[src/rtl/tl_pkg.sv]
// Shared definitions for the two-road traffic-light controller.
//   - tl_state_e : 2-bit state code {Q1,Q0} held in the external state register
//   - L_*        : per-road light codes driven on la / lb
//   - main_light / side_light : pure decodes of state into light codes
package tl_pkg;

    typedef enum logic [1:0] {
        S_MG = 2'b00,  // main green, side red
        S_MY = 2'b01,  // main yellow, side red
        S_SG = 2'b10,  // main red, side green
        S_SY = 2'b11   // main red, side yellow
    } tl_state_e;

    localparam logic [1:0] L_GREEN  = 2'b00;
    localparam logic [1:0] L_YELLOW = 2'b01;
    localparam logic [1:0] L_RED    = 2'b10;

    function automatic logic [1:0] main_light(tl_state_e s);
        logic [1:0] l;
        l = L_RED;
        unique case (s)
            S_MG:    l = L_GREEN;
            S_MY:    l = L_YELLOW;
            S_SG:    l = L_RED;
            S_SY:    l = L_RED;
        endcase
        return l;
    endfunction

    function automatic logic [1:0] side_light(tl_state_e s);
        logic [1:0] l;
        l = L_RED;
        unique case (s)
            S_MG:    l = L_RED;
            S_MY:    l = L_RED;
            S_SG:    l = L_GREEN;
            S_SY:    l = L_YELLOW;
        endcase
        return l;
    endfunction

endpackage

[src/rtl/tl_fsm_ctrl_if.sv]
// Sensor / light bundle of the traffic-light controller.
//   ta, tb : vehicle present on main / side road
//   emg    : emergency request (main road to green as soon as safe)
//   la, lb : main / side light codes (00 green, 01 yellow, 10 red)
//   state  : current state {Q1,Q0}
//   dwell  : cycles spent in current state, saturating
// The controller uses the slave modport; the environment drives the master side.
interface tl_fsm_ctrl_if #(
    parameter int unsigned CNT_W = 4
);
    logic             ta;
    logic             tb;
    logic             emg;
    logic [1:0]       la;
    logic [1:0]       lb;
    logic [1:0]       state;
    logic [CNT_W-1:0] dwell;

    modport master (
        output ta, tb, emg,
        input  la, lb, state, dwell
    );

    modport slave (
        input  ta, tb, emg,
        output la, lb, state, dwell
    );
endinterface

[src/rtl/tl_dff_r_async.sv]
// Single D flip-flop with asynchronous active-low reset to 0.
//   clk     : rising-edge clock
//   reset_n : asynchronous reset, active-low
//   d / q   : data in / registered out
module tl_dff_r_async (
    input  logic clk,
    input  logic reset_n,
    input  logic d,
    output logic q
);
    always_ff @(posedge clk or negedge reset_n) begin
        if (!reset_n) begin
            q <= 1'b0;
        end else begin
            q <= d;
        end
    end
endmodule

[src/rtl/tl_dwell_cnt.sv]
// Dwell counter: counts cycles spent in the current state.
//   clk     : rising-edge clock
//   reset_n : asynchronous reset, active-low (count -> 0)
//   clr     : synchronous clear, wins over increment
//   cnt     : current count, saturates at all-ones
module tl_dwell_cnt #(
    parameter int unsigned CNT_W = 4
) (
    input  logic             clk,
    input  logic             reset_n,
    input  logic             clr,
    output logic [CNT_W-1:0] cnt
);
    logic [CNT_W-1:0] cnt_d;

    always_comb begin
        cnt_d = cnt;
        if (clr) begin
            cnt_d = '0;
        end else if (cnt != {CNT_W{1'b1}}) begin
            cnt_d = cnt + 1'b1;
        end
    end

    always_ff @(posedge clk or negedge reset_n) begin
        if (!reset_n) begin
            cnt <= '0;
        end else begin
            cnt <= cnt_d;
        end
    end
endmodule

[src/rtl/tl_register2_r_async.sv]
// Two-bit register built from two async-reset flops; resets to 2'b00.
//   clk     : rising-edge clock
//   reset_n : asynchronous reset, active-low
//   d / q   : 2-bit data in / registered out
module tl_register2_r_async (
    input  logic       clk,
    input  logic       reset_n,
    input  logic [1:0] d,
    output logic [1:0] q
);
    tl_dff_r_async u_bit0 (
        .clk     (clk),
        .reset_n (reset_n),
        .d       (d[0]),
        .q       (q[0])
    );

    tl_dff_r_async u_bit1 (
        .clk     (clk),
        .reset_n (reset_n),
        .d       (d[1]),
        .q       (q[1])
    );
endmodule

[src/rtl/tl_fsm_ctrl.sv]
// Two-road traffic-light controller.
// Computes the next state from the sensors and dwell count and is the sole
// writer of the 2-bit state register's D inputs. Lights are pure decodes of
// the registered state, so they change together with state.
//   clk     : rising-edge clock
//   reset_n : asynchronous reset, active-low (state S_MG, dwell 0)
//   bus     : slave side of tl_fsm_ctrl_if (ta/tb/emg in; la/lb/state/dwell out)
module tl_fsm_ctrl
    import tl_pkg::*;
#(
    parameter int unsigned CNT_W      = 4,
    parameter int unsigned GREEN_MIN  = 5,
    parameter int unsigned GREEN_MAX  = 12,
    parameter int unsigned YELLOW_CYC = 3
) (
    input  logic        clk,
    input  logic        reset_n,
    tl_fsm_ctrl_if.slave bus
);
    // Thresholds are "minus one" because dwell reads 0 during the first cycle
    // of a state; leaving on the edge where dwell == N-1 gives N cycles.
    localparam logic [CNT_W-1:0] GreenMinM1 = CNT_W'(GREEN_MIN - 1);
    localparam logic [CNT_W-1:0] GreenMaxM1 = CNT_W'(GREEN_MAX - 1);
    localparam logic [CNT_W-1:0] YellowM1   = CNT_W'(YELLOW_CYC - 1);

    logic [1:0]       state_q;
    logic [1:0]       state_d;
    tl_state_e        state_cur;
    tl_state_e        state_nxt;
    logic [CNT_W-1:0] dwell;
    logic             min_met;
    logic             max_met;
    logic             yel_done;
    logic             dwell_clr;

    assign state_cur = tl_state_e'(state_q);
    assign min_met   = (dwell >= GreenMinM1);
    assign max_met   = (dwell >= GreenMaxM1);
    assign yel_done  = (dwell == YellowM1);

    always_comb begin
        state_nxt = state_cur;
        unique case (state_cur)
            S_MG: begin
                // Emergency pins main green; otherwise yield to side demand
                // once min green is met and main is idle or max green is hit.
                if (min_met && bus.tb && !bus.emg && (!bus.ta || max_met)) begin
                    state_nxt = S_MY;
                end
            end
            S_MY: begin
                if (yel_done) begin
                    state_nxt = S_SG;
                end
            end
            S_SG: begin
                // Emergency bypasses min green to get main road moving.
                if (bus.emg || (min_met && (!bus.tb || (bus.ta && max_met)))) begin
                    state_nxt = S_SY;
                end
            end
            S_SY: begin
                if (yel_done) begin
                    state_nxt = S_MG;
                end
            end
        endcase
    end

    assign state_d   = state_nxt;
    assign dwell_clr = (state_nxt != state_cur);

    tl_register2_r_async u_state_reg (
        .clk     (clk),
        .reset_n (reset_n),
        .d       (state_d),
        .q       (state_q)
    );

    tl_dwell_cnt #(
        .CNT_W (CNT_W)
    ) u_dwell_cnt (
        .clk     (clk),
        .reset_n (reset_n),
        .clr     (dwell_clr),
        .cnt     (dwell)
    );

    assign bus.state = state_q;
    assign bus.dwell = dwell;
    assign bus.la    = main_light(state_cur);
    assign bus.lb    = side_light(state_cur);
endmodule

[src/flat_wrapper.sv]
// flat-port wrapper written by rule: the top's interface ports become plain ports
module tl_fsm_ctrl_flat import tl_pkg::*;
#(
    parameter int unsigned CNT_W      = 4,
    parameter int unsigned GREEN_MIN  = 5,
    parameter int unsigned GREEN_MAX  = 12,
    parameter int unsigned YELLOW_CYC = 3
)
  (clk, reset_n, bus_ta, bus_tb, bus_emg, bus_la, bus_lb, bus_state, bus_dwell);
  tl_fsm_ctrl_if #(.CNT_W(CNT_W)) bus_i ();
  input  logic clk;
  input  logic reset_n;
  input wire logic [$bits(bus_i.ta)-1:0] bus_ta;
  input wire logic [$bits(bus_i.tb)-1:0] bus_tb;
  input wire logic [$bits(bus_i.emg)-1:0] bus_emg;
  output wire logic [$bits(bus_i.la)-1:0] bus_la;
  output wire logic [$bits(bus_i.lb)-1:0] bus_lb;
  output wire logic [$bits(bus_i.state)-1:0] bus_state;
  output wire logic [$bits(bus_i.dwell)-1:0] bus_dwell;
  assign bus_i.ta = bus_ta;
  assign bus_i.tb = bus_tb;
  assign bus_i.emg = bus_emg;
  assign bus_la = bus_i.la;
  assign bus_lb = bus_i.lb;
  assign bus_state = bus_i.state;
  assign bus_dwell = bus_i.dwell;
  tl_fsm_ctrl #(.CNT_W(CNT_W), .GREEN_MIN(GREEN_MIN), .GREEN_MAX(GREEN_MAX), .YELLOW_CYC(YELLOW_CYC)) u_core (.clk(clk), .reset_n(reset_n), .bus(bus_i));
endmodule
[config.mk]
export PLATFORM = sky130hd
export DESIGN_NAME = tl_fsm_ctrl_flat
export DESIGN_NICKNAME = d
export VERILOG_FILES = /design/src/rtl/tl_pkg.sv /design/src/rtl/tl_fsm_ctrl_if.sv /design/src/rtl/tl_dff_r_async.sv /design/src/rtl/tl_dwell_cnt.sv /design/src/rtl/tl_register2_r_async.sv /design/src/rtl/tl_fsm_ctrl.sv /design/src/flat_wrapper.sv
export SDC_FILE = /design/constraint.sdc
export NUM_CORES = 1
export LEC_CHECK = 0
export ABC_AREA = 1
export CORE_AREA = 4 4 41 43
export CTS_CLUSTER_DIAMETER = 40
export DETAILED_ROUTE_END_ITERATION = 12
export DIE_AREA = 0 0 45 47
export PLACE_DENSITY = 0.57
export SETUP_SLACK_MARGIN = 0.3
export SLEW_MARGIN = 20
export SYNTH_ARGS = -nofsm -noshare
export SYNTH_HDL_FRONTEND = slang
export SYNTH_SLANG_ARGS = --single-unit
[constraint.sdc]
create_clock -name clk -period 2.9 [get_ports clk]
set_input_delay 0.435 -clock clk [delete_from_list [all_inputs] [get_ports clk]]
set_output_delay 0.435 -clock clk [all_outputs]
set_load 0.02 [all_outputs]
; Word level (Yosys, flattened, before mapping)
; Index checks and enable logic that the tools add are counted.
[word_totals]
ff_bits = 6
inputBits = 5
out_inout_bits = 10
[op_classes]
add_sub_neg = 1
n_eq_ne = 6
muxes = 9
reduce_logical = 15
order_cmp = 2
[ops]
columns = operator, count
row1 = one-hot mux 2 bit (3 select lines), 2
row2 = two-way mux 2 bit, 4
row3 = two-way mux 4 bit, 2
row4 = one-hot mux 2 bit (4 select lines), 1
row5 = logical AND 1 bit, 5
row6 = "adder 4 x 1 -> 4 bit, second input constant", 1
row7 = "== test 2 bit, second input constant", 2
row8 = "== test 4 x 2 -> 1 bit, second input constant", 1
row9 = "greater-or-equal comparator 4 x 3 -> 1 bit, second input constant", 1
row10 = "greater-or-equal comparator 4 bit, second input constant", 1
row11 = "inequality test 4 bit, second input constant", 1
row12 = OR reduction 2 bit, 2
row13 = zero test 1 bit, 3
row14 = logical OR 1 bit, 3
row15 = "== test 2 x 1 -> 1 bit, second input constant", 1
row16 = zero test 2 bit, 1
row17 = inequality test 2 bit, 1
row18 = nonzero test 2 bit, 1

; Longest topological paths before layout
; Gate-level depths: netlist of the first run.
[logic_depth]
ltp_word = 9
depth_mapped = 8

; By module
; A second synthesis of the first run with hierarchy kept.
[hier_totals]
hier_cells = 65
hier_area_um2 = 405.4
[by_module_without_submodules]
columns = module, cells_each, area_each_um2, seq_area_each_um2, n_inst
row1 = tl_dwell_cnt, 27, 205.2, 100.1, 1
row2 = tl_fsm_ctrl, 36, 150.1, 0.0, 1
row3 = tl_dff_r_async, 1, 25.0, 25.0, 2

; Least setup slack after synthesis of the first run
; No wires, ideal clock.
[synth_timing]
path_type = reg-to-reg
from = register u_core.u_dwell_cnt.cnt[0]
to = register u_core.u_dwell_cnt.cnt[0]
period_less_slack_ps = 1265
slack_ps = 1635
arrival_ps = 1194
path_stages_with_launch = 9
path_buffers = 0
path_cell_list = dfrtp_1 -> ha_1 -> inv_1 -> nand2_1 -> nand2_1 -> nand2_1 -> nand2_2 -> nand3_2 -> nor2_1
[synth_via]
elab_chain_cells = 9
[synth_rtl]
columns = element, line
row1 = from (decl), tl_dwell_cnt.sv:12  ; output logic [CNT_W-1:0] cnt
row2 = from (signal assigned), tl_dwell_cnt.sv:29  ; cnt <= cnt_d;
row3 = greater-or-equal comparator 4 bit, tl_fsm_ctrl.sv:38  ; assign max_met = (dwell >= GreenMaxM1);
row4 = logical AND 1 bit, tl_fsm_ctrl.sv:58  ; if (bus.emg || (min_met && (!bus.tb || (bus.ta && max_met)))) begin
row5 = logical OR 1 bit, tl_fsm_ctrl.sv:58
row6 = logical AND 1 bit, tl_fsm_ctrl.sv:58
row7 = logical OR 1 bit, tl_fsm_ctrl.sv:58
row8 = two-way mux 2 bit, tl_fsm_ctrl.sv:58
row9 = one-hot mux 2 bit (4 select lines), tl_fsm_ctrl.sv:43  ; unique case (state_cur)
row10 = inequality test 2 bit, tl_fsm_ctrl.sv:71  ; assign dwell_clr = (state_nxt != state_cur);
row11 = two-way mux 4 bit or nonzero test 2 bit (tied branches), -
; Several ways; a longest one is shown, not always the timed one. The select of a mux whose other input is x is not followed.
; A chain may end at the register's enable or synchronous reset.

; Worst setup path in the final report of the first run
[layout_timing]
from = register u_core.u_state_reg.u_bit0.q
to = output bus_la[0]
[layout_via]
elab_chain_cells = 3
[layout_rtl]
columns = element, line
row1 = from (decl), tl_dff_r_async.sv:9  ; output logic q
row2 = from (signal assigned), tl_dff_r_async.sv:13  ; q <= 1'b0;
row3 = from (signal assigned), tl_dff_r_async.sv:15  ; q <= d;
row4 = == test 2 bit, tl_pkg.sv:21  ; unique case (s)
row5 = OR reduction 2 bit (no line), -
row6 = one-hot mux 2 bit (3 select lines) (*), tl_pkg.sv:21
row7 = to (decl), flat_wrapper.sv:16  ; output wire logic [$bits(bus_i.la)-1:0] bus_la;
; Every way passes the cells marked *; elsewhere a longest branch is shown, timed or not.

==> flow_metrics.py, run 1 <==
metrics = {
    "cells_and_area": {
        "area_delta_synth_final_pct": 38.2,
        "final_common_cell": "clkdlybuf4s50_1",
        "antenna_cells": 0,
        "drive_gt1_share_pct": 14.9,
        "final_nets": 83,
        "stdcell_count": 89,
        "n_fill_cell": 146,
        "layout_common_cells": "14 x clkdlybuf4s50_1, 12 x inv_1, 11 x nand2_1, 9 x nor2_1, 6 x dfrtp_1",
    },
    "setup_path": {
        "crit_fanout": 5,
        "end_kind": "primary output",
        "critPathArrivalTime_ns": 1.42,
        "start_kind": "register",
        "critical_path_class": "register to primary output",
        "r2r_start": "u_core.u_dwell_cnt.cnt[0]",
        "r2r_slack_ns": 1.59,
        "worstPathRequired_ns": 2.47,
        "startpoint": "u_core.u_state_reg.u_bit0.q",
    },
    "detailed_routing": {
        "met3WireLength_um": 47,
        "routed_wl_um": 865,
        "top_layer": "met4",
        "route.met2.wl_um": 403,
        "drtIter0Drc": 7,
        "wirelength_met1_um": 405,
        "vias_per_cell": 4.27,
        "wl_per_cell_um": 9.72,
        "firstDrtPassIters": 4,
        "via_count": 380,
        "ant_nets": 0,
        "drc": 0,
    },
    "logic_synthesis": {
        "synth_cell_types": 17,
        "yosys_warnings": 0,
        "yosys.area_share.simple_pct": 32.4,
        "yosys.area.top_type": "dfrtp_1",
        "synthesis.area_um2": 425,
        "ys_seq_area_share_pct": 35.3,
        "synth_top_area_share_pct": 35.3,
        "synth_mux_area_share_pct": 0,
        "synthesis.nets": 67,
        "synthTopCellsByArea": "dfrtp_1 35%, inv_1 11%, nand2_1 9.7%, nor2_1 7.9%, ha_1 5.9%",
        "ys_seq_elements": 6,
        "synthXorXnorAreaFrac_pct": 4.12,
        "synth-compound-area-share_pct": 6.47,
        "synthCells": 60,
        "avgSynthCellArea_um2": 7.09,
        "synth_top_family_by_area": "simple AND/OR/NAND/NOR gates",
        "synthAdderAreaFrac_pct": 5.88,
    },
    "sta": {
        "clock.fmax_ghz": 0.540,
        "fin_worst_hold_slack_ns": 0.440,
        "finalHoldViolCount": 0,
        "min_period_ns": 1.85,
        "rsz0062_at_grt": "false",
        "setup_violations": 0,
        "slew_violations": 0,
        "timing.max_slew.rel_slack_pct": 81.8,
        "finalCritPeriodShare_pct": 63.9,
        "fin_tns_setup_ns": 0,
        "finClkSkew_ns": 0.00168,
        "worst_pin_slew_ns": 0.272,
    },
    "global_routing": {
        "grt_antenna_before_repair": 0,
        "grt_use_total_pct": 10.1,
        "grt_max_degree": 8,
        "overflow": 0,
        "grt_pass1_vias": 369,
        "grt_pass1_wl_um": 1490,
    },
    "power_and_ir_drop": {
        "p_total_mw": 0.674,
        "powerDensity_nw_per_um2": 1150,
        "power_leakage_nw": 0.298,
        "ir_drop_mv": 0.397,
    },
    "die": {
        "initial_core_util_pct": 32.7,
        "fp.dieH_um": 47,
        "core_um2": 1300,
        "dieArea_um2": 2120,
        "rows": 13,
        "boundaryPins": 15,
        "die_w_um": 45,
    },
    "clocking": {
        "cts_root_buffer": "clkbuf_4",
        "path_clk_slew_ns": 0.04,
        "cts_resized": 0,
        "clock_latency_ns": 0.24,
        "tritoncts": "done",
        "cts_inserted_buffers": 3,
        "postCtsHoldBufs": 0,
        "cts.htree.levels": 1,
        "clock_sinks": 6,
        "clockBufferDepth": 2,
        "cts_setup_buffers": 0,
    },
    "place": {
        "dpl.cell_count": 86,
        "gp_congestion": 0.660,
        "dp_hpwl_um": 708,
        "io_buffers": 14,
    },
    "worst_hold_path": {
        "worstHoldPathType": "primary input to asynchronous set/reset pin",
    },
    "job": {
        "max-cap-violations": 0,
    },
    "run_status": {
        "status": "finished, final reports clean",
    },
}
[critical path: stages, from the launching register on]
cell and delay [ns]:
dfrtp_1 0.41, inv_1 0.09, nor2_1 0.09, clkdlybuf4s50_1 0.60
[per-stage QoR]
stage | setup WS, ns | area [µm²] | util [%]
finish | 1.05 | 588 | 45.2
global route | 0.990 | 588 | 45.2
CTS | 1.04 | 588 | 45.2
detailed placement | 1.30 | 566 | 43.5
global placement | 1.31 | 566 | 43.5
floorplan | 1.63 | 425 | -
[cells by family after synthesis]
group	count (synthesis)
adders and majority gates	2
and+or+nand+nor	29
buffers and inverters	16
AOI/OAI and AO/OA	5
DFF	6
xor gates and xnor gates	2
[report_power, final]
part / leakage, nW / switching, mW / internal [mW]
sequential: 0.0730 / 0.0578 / 0.125
clock: 0.0138 / 0.0265 / 0.0466
combinational: 0.212 / 0.229 / 0.189
total: 0.298 / 0.313 / 0.361
[area by class of cell]
type	instances	area, µm²	area share [%]
clock buffers	3	22.5	3.83
multi-input cells	38	208	35.3
flip-flops and latches	6	150	25.5
well taps	15	18.8	3.19
repair buffers	14	140	23.8
inverters	13	48.8	8.30
[routing by layer]
layer,track usage [%],up-vias
met5,0,-
met2,15.8,9
li1,-,202
met3,1.15,2
met4,8.77,0
met1,12.3,167
[synth_stat cells]
cell,count
xor2_1,2
nor2_1,9
o21ai_0,3
o211ai_1,1
buf_4,2
a21oi_1,1
nand3_1,2
dfrtp_1,6
ha_1,2
nand2_2,4
nand3_2,1
inv_2,1
clkbuf_1,1
nor2_2,1
inv_1,12
nand2_1,11
nor2_4,1
[state kept, by name, indices dropped and copies added (netlist names)]
register / cells
u_core.u_dwell_cnt.cnt: 4
u_core.u_state_reg.u_bit0.q: 1
u_core.u_state_reg.u_bit1.q: 1
[path summary, 6_finish.rpt]
kind | end | cells past startpoint
worst min-delay path | u_core.u_dwell_cnt.cnt[3] | 1
worst max register to register | u_core.u_dwell_cnt.cnt[2] | 8
worst min register to register | u_core.u_state_reg.u_bit1.q | 2
worst max-delay path | bus_la[0] | 3
max in group asynchronous | u_core.u_dwell_cnt.cnt[2] | 1
min in group clk | u_core.u_state_reg.u_bit1.q | 2
Power figures use the tool's default switching activity.
==> run 2, diff against run 1 <==
- PLACE_DENSITY: 0.57 -> 0.59
- clock period: 2.9 -> 1.5 ns (I/O delays scaled with it)
==> flow_metrics.py, run 2 (synthesized netlist as in run 1, its figures left out) <==
metrics = {
    "die": {
        "initial_core_util_pct": 32.7,
        "fp.dieH_um": 47,
        "rows": 13,
        "die_w_um": 45,
        "dieArea_um2": 2120,
        "boundaryPins": 15,
        "core_um2": 1300,
    },
    "power_and_ir_drop": {
        "powerDensity_nw_per_um2": 2180,
        "power_leakage_nw": 0.322,
        "ir_drop_mv": 0.854,
    },
    "detailed_routing": {
        "wl_per_cell_um": 9.31,
        "routed_wl_um": 866,
        "ant_nets": 0,
        "firstDrtPassIters": 2,
        "drtIter0Drc": 1,
        "vias_per_cell": 4.24,
        "via_count": 394,
        "drc": 0,
    },
    "setup_path": {
        "worstPathRequired_ns": 1.27,
        "r2r_start": "u_core.u_dwell_cnt.cnt[1]",
        "end_kind": "primary output",
        "start_kind": "register",
        "worst_path_largest_cell_delay_ns": 0.44,
        "critPathArrivalTime_ns": 1.02,
        "crit_chain": "dlygate4sd2_1",
        "crit_fanout": 5,
        "critical_path_class": "register to primary output",
        "path_buf_inv": 1,
        "slowest_stage": "dfrtp_2",
        "startpoint": "u_core.u_dwell_cnt.cnt[0]",
        "critPathTopFamily": "flip-flops",
    },
    "sta": {
        "setup_violations": 0,
        "worst_pin_slew_ns": 0.279,
        "min_period_ns": 1.24,
        "finalCritPeriodShare_pct": 82.8,
        "clock.fmax_ghz": 0.805,
        "timing.max_slew.rel_slack_pct": 81.4,
        "finalHoldViolCount": 0,
        "fin_tns_setup_ns": 0,
        "rsz0062_at_grt": "true",
        "slew_violations": 0,
        "finClkSkew_ns": 0.00858,
    },
    "cells_and_area": {
        "n_fill_cell": 137,
        "layout_top_registers": "u_core.u_dwell_cnt.cnt (4), u_core.u_state_reg.u_bit0.q (1), u_core.u_state_reg.u_bit1.q (1)",
        "drive_gt1_share_pct": 41.0,
        "largest_reg_flops": 4,
        "final_common_cell": "inv_1",
        "layout_common_cells": "11 x inv_1, 9 x nand2_1, 7 x nor2_1, 6 x nand2_2",
        "stdcell_count": 93,
        "multi_input_area_um2": 248,
        "area_delta_synth_final_pct": 49.4,
        "top_register": "u_core.u_dwell_cnt.cnt",
        "final_nets": 86,
        "antenna_cells": 0,
        "seqCellArea_um2": 154,
        "utilization_pct": 48.8,
    },
    "global_routing": {
        "grt_antenna_before_repair": 0,
        "grt_pass1_vias": 351,
        "grt_use_total_pct": 9.95,
        "grt_pass1_wl_um": 1510,
        "overflow": 0,
        "grt_max_degree": 8,
    },
    "job": {
        "max-cap-violations": 0,
    },
    "place": {
        "dpl.cell_count": 86,
        "dp_hpwl_um": 674,
        "io_buffers": 14,
        "gp_congestion": 0.724,
    },
    "clocking": {
        "cts_root_buffer": "clkbuf_4",
        "clock_latency_ns": 0.24,
        "path_clk_slew_ns": 0.05,
        "cts_inserted_buffers": 3,
        "clock_sinks": 6,
        "clockBufferDepth": 2,
        "tritoncts": "done",
        "cts.htree.levels": 1,
    },
    "worst_hold_path": {
        "worstHoldPathType": "primary input to asynchronous set/reset pin",
    },
    "run_status": {
        "status": "finished, final reports clean",
    },
}
## run 2: cell types whose count changed in the layout (fill, tap and decap cells not counted), sizes merged
cell           before  now
dlygate4sd2         0    1
clkdlybuf4s50      14    4
clkbuf              3    5
buf                 0    7
clkdlybuf4s15       0    4
## run 2: final timing paths
path	endpoint	slack (ns)	depth (start not counted)
max in group asynchronous	u_core.u_dwell_cnt.cnt[3]	1.04	1
worst min register to register	u_core.u_state_reg.u_bit1.q	0.64	2
min in group clk	u_core.u_state_reg.u_bit1.q	0.64	2
worst min-delay path	u_core.u_dwell_cnt.cnt[0]	0.22	1
worst max register to register	u_core.u_dwell_cnt.cnt[1]	0.30	8
worst max-delay path	bus_dwell[0]	0.26	1
## run 2: timing repair
action | 4_1_cts | 5_1_grt
setup buffers | 3 | 0
pin swaps | 5 | 0
hold buffers | 0 | 0
gates resized for setup | 35 | 6
endpoints found under the setup margin | 16 | 16
## run 2: layer usage
metal	track usage (%)	vias up	share of wire (%)	routed length (µm)
met5	0	-	0	0
met4	7.02	0	0	0
met2	15.0	4	52	453
met1	13.3	176	45	386
li1	-	214	-	-
met3	1.15	0	3.0	26
## run 2: area by class of cell
| type | count | share of cell area [%] |
|---|---|---|
| flip-flops and latches | 6 | 24.2 |
| repair buffers | 17 | 22.0 |
| well taps | 15 | 2.95 |
| inverters | 13 | 7.68 |
| multi-input cells | 38 | 39.0 |
| clock buffers | 4 | 4.13 |
## run 2: power breakdown
part | internal [mW] | switching, mW | total (mW) | leakage, nW
combinational | 0.355 | 0.507 | 0.863 | 0.237
sequential | 0.248 | 0.112 | 0.360 | 0.0692
clock | 0.101 | 0.0592 | 0.160 | 0.0150
total | 0.704 | 0.679 | 1.38 | 0.322
## run 2: through the flow
stage / hold WS, ns / total power [mW] / setup slack [ns] / instance area (µm²)
after global routing: 0.223 / 1.53 / 0.176 / 636
after detailed placement: 0.482 / 1.17 / 0.104 / 571
after global placement: 0.476 / 1.18 / 0.116 / 571
after CTS: 0.219 / 1.38 / 0.245 / 634
after floorplan: -0.0706 / 0.876 / 0.301 / 430
final: 0.223 / 1.38 / 0.257 / 636
==> run 3, diff against run 2 <==
- PLACE_DENSITY: 0.59 -> 0.57
- clock period: 1.5 -> 1.3 ns (I/O delays scaled with it)
==> flow_metrics.py, run 3 (synthesized netlist as in run 1, its figures left out) <==
metrics = {
    "run_status": {
        "status": "finished, final reports clean",
    },
    "clocking": {
        "tritoncts": "done",
        "postCtsHoldBufs": 0,
        "clock_latency_ns": 0.25,
        "path_clk_slew_ns": 0.05,
        "clock_sinks": 6,
        "clockBufferDepth": 2,
        "cts.htree.levels": 1,
        "cts_inserted_buffers": 3,
        "cts_root_buffer": "clkbuf_4",
    },
    "setup_path": {
        "worstPathRequired_ns": 1.11,
        "r2r_slack_ns": 0.07,
        "worst_path_largest_cell_delay_ns": 0.42,
        "end_kind": "primary output",
        "crit_fanout": 4,
        "slowest_stage": "dfrtp_2",
        "r2r-end": "u_core.u_dwell_cnt.cnt[2]",
        "reg2reg_depth": 7,
        "start_kind": "register",
        "crit_chain": "buf_4 -> buf_4 -> buf_6",
        "path_buf_inv": 3,
        "critPathArrivalTime_ns": 1.06,
        "crit_top_cell": "buf_4",
        "r2r_start": "u_core.u_state_reg.u_bit1.q",
        "critPathTopFamily": "flip-flops",
        "critical_path_class": "register to primary output",
    },
    "die": {
        "die_w_um": 45,
        "dieArea_um2": 2120,
        "rows": 13,
        "core_um2": 1300,
        "initial_core_util_pct": 32.7,
        "fp.dieH_um": 47,
        "boundaryPins": 15,
    },
    "cells_and_area": {
        "final_nets": 101,
        "final_common_cell": "buf_4",
        "largest_reg_flops": 4,
        "antenna_cells": 0,
        "area_delta_synth_final_pct": 92.6,
        "top_register": "u_core.u_dwell_cnt.cnt",
        "stdcell_count": 108,
        "layout_common_cells": "16 x buf_4, 11 x buf_6, 8 x nand2_2, 7 x inv_1",
        "layout_top_registers": "u_core.u_dwell_cnt.cnt (4), u_core.u_state_reg.u_bit0.q (1), u_core.u_state_reg.u_bit1.q (1)",
        "drive_gt1_share_pct": 64.5,
    },
    "detailed_routing": {
        "drtIter0Drc": 9,
        "drc": 0,
        "wl_per_cell_um": 10.6,
        "ant_nets": 0,
        "via_count": 461,
        "vias_per_cell": 4.27,
        "routed_wl_um": 1140,
        "firstDrtPassIters": 3,
    },
    "place": {
        "gp_congestion": 0.700,
        "io_buffers": 14,
        "dpl_worst_slack_ns": -0.0264,
        "dpl.cell_count": 93,
        "dp_hpwl_um": 764,
    },
    "sta": {
        "clock.fmax_ghz": 0.799,
        "timing.max_slew.rel_slack_pct": 76.6,
        "setup_slack_ns": 0.0491,
        "finalCritPeriodShare_pct": 96.2,
        "fin_tns_setup_ns": 0,
        "finalHoldViolCount": 0,
        "finClkSkew_ns": 0.00751,
        "setup_violations": 0,
        "min_period_ns": 1.25,
        "slew_violations": 0,
        "fin_worst_hold_slack_ns": 0.177,
        "rsz0062_at_grt": "true",
        "worst_pin_slew_ns": 0.347,
    },
    "power_and_ir_drop": {
        "p_sw_share_pct": 44.2,
        "switchingPower_mw": 0.964,
        "power_leakage_nw": 0.419,
        "combPwrFrac_pct": 73.1,
        "ir_drop_mv": 1.20,
        "intPower_mw": 1.22,
        "clockPowerShare_pct": 8.6,
        "seqPwrFrac_pct": 18.3,
        "p_total_mw": 2.18,
        "powerDensity_nw_per_um2": 2660,
    },
    "worst_hold_path": {
        "worstHoldPathType": "primary input to asynchronous set/reset pin",
    },
    "global_routing": {
        "grt_use_total_pct": 11.2,
        "grt_pass1_vias": 401,
        "grt_antenna_before_repair": 0,
        "grt_pass1_wl_um": 1700,
        "grt_max_degree": 7,
        "overflow": 0,
    },
    "job": {
        "max-cap-violations": 0,
    },
}
## run 3: cell count changes in the layout (fill, tap and decap cells not counted), sizes merged
cell | previous run | this run
clkdlybuf4s15 | 4 | 0
buf | 7 | 28
dlygate4sd2 | 1 | 0
clkbuf | 5 | 4
## run 3: final cells by class
class,count,area (µm²)
clock buffers,4,26.3
fillers,125,482
inverters,13,51.3
multi-input cells,38,280
flip-flops and latches,6,154
well taps,15,18.8
repair buffers,32,289
## run 3: through the flow
step           area, µm²  util [%]
3_5_place_dp         638      49.0
3_3_place_gp         638      49.0
2_1_floorplan        445         -
6_report             820      63.0
5_1_grt              820      63.0
4_1_cts              727      55.9
## run 3: power groups by stage
stage	logic (mW)	clock network, mW	registers (mW)
6_report	1.59	0.187	0.400
5_1_grt	1.74	0.208	0.413
4_1_cts	1.30	0.197	0.399
3_5_place_dp	1.14	0	0.404
3_3_place_gp	1.14	0	0.398
2_1_floorplan	0.578	0	0.472
## run 3: what timing repair did
item	4_1_cts	5_1_grt
gates resized for setup	60	21
pin swaps	9	11
buffers inserted	7	4
endpoints found under the setup margin	16	15
## run 3: layer usage
metal	up-vias	part of all wire [%]	global-route usage (%)
met2	9	54	17.8
met4	0	1.6	7.02
met3	2	4.7	1.53
li1	240	-	-
met5	-	0	0
met1	210	40	14.5
## run 3: how the worst max path moves through the flow
stage	start	to	slack, ns	cells past startpoint
after floorplan	u_core.u_dwell_cnt.cnt[1]	u_core.u_dwell_cnt.cnt[1]	0.12	8
after global placement	u_core.u_state_reg.u_bit1.q	bus_la[0]	-0.01	2
after detailed placement	u_core.u_state_reg.u_bit1.q	bus_la[0]	-0.03	2
after CTS	u_core.u_dwell_cnt.cnt[1]	u_core.u_dwell_cnt.cnt[2]	0.09	8
after global routing	u_core.u_state_reg.u_bit1.q	u_core.u_dwell_cnt.cnt[2]	0.001	7
final	u_core.u_state_reg.u_bit1.q	bus_la[1]	0.05	3
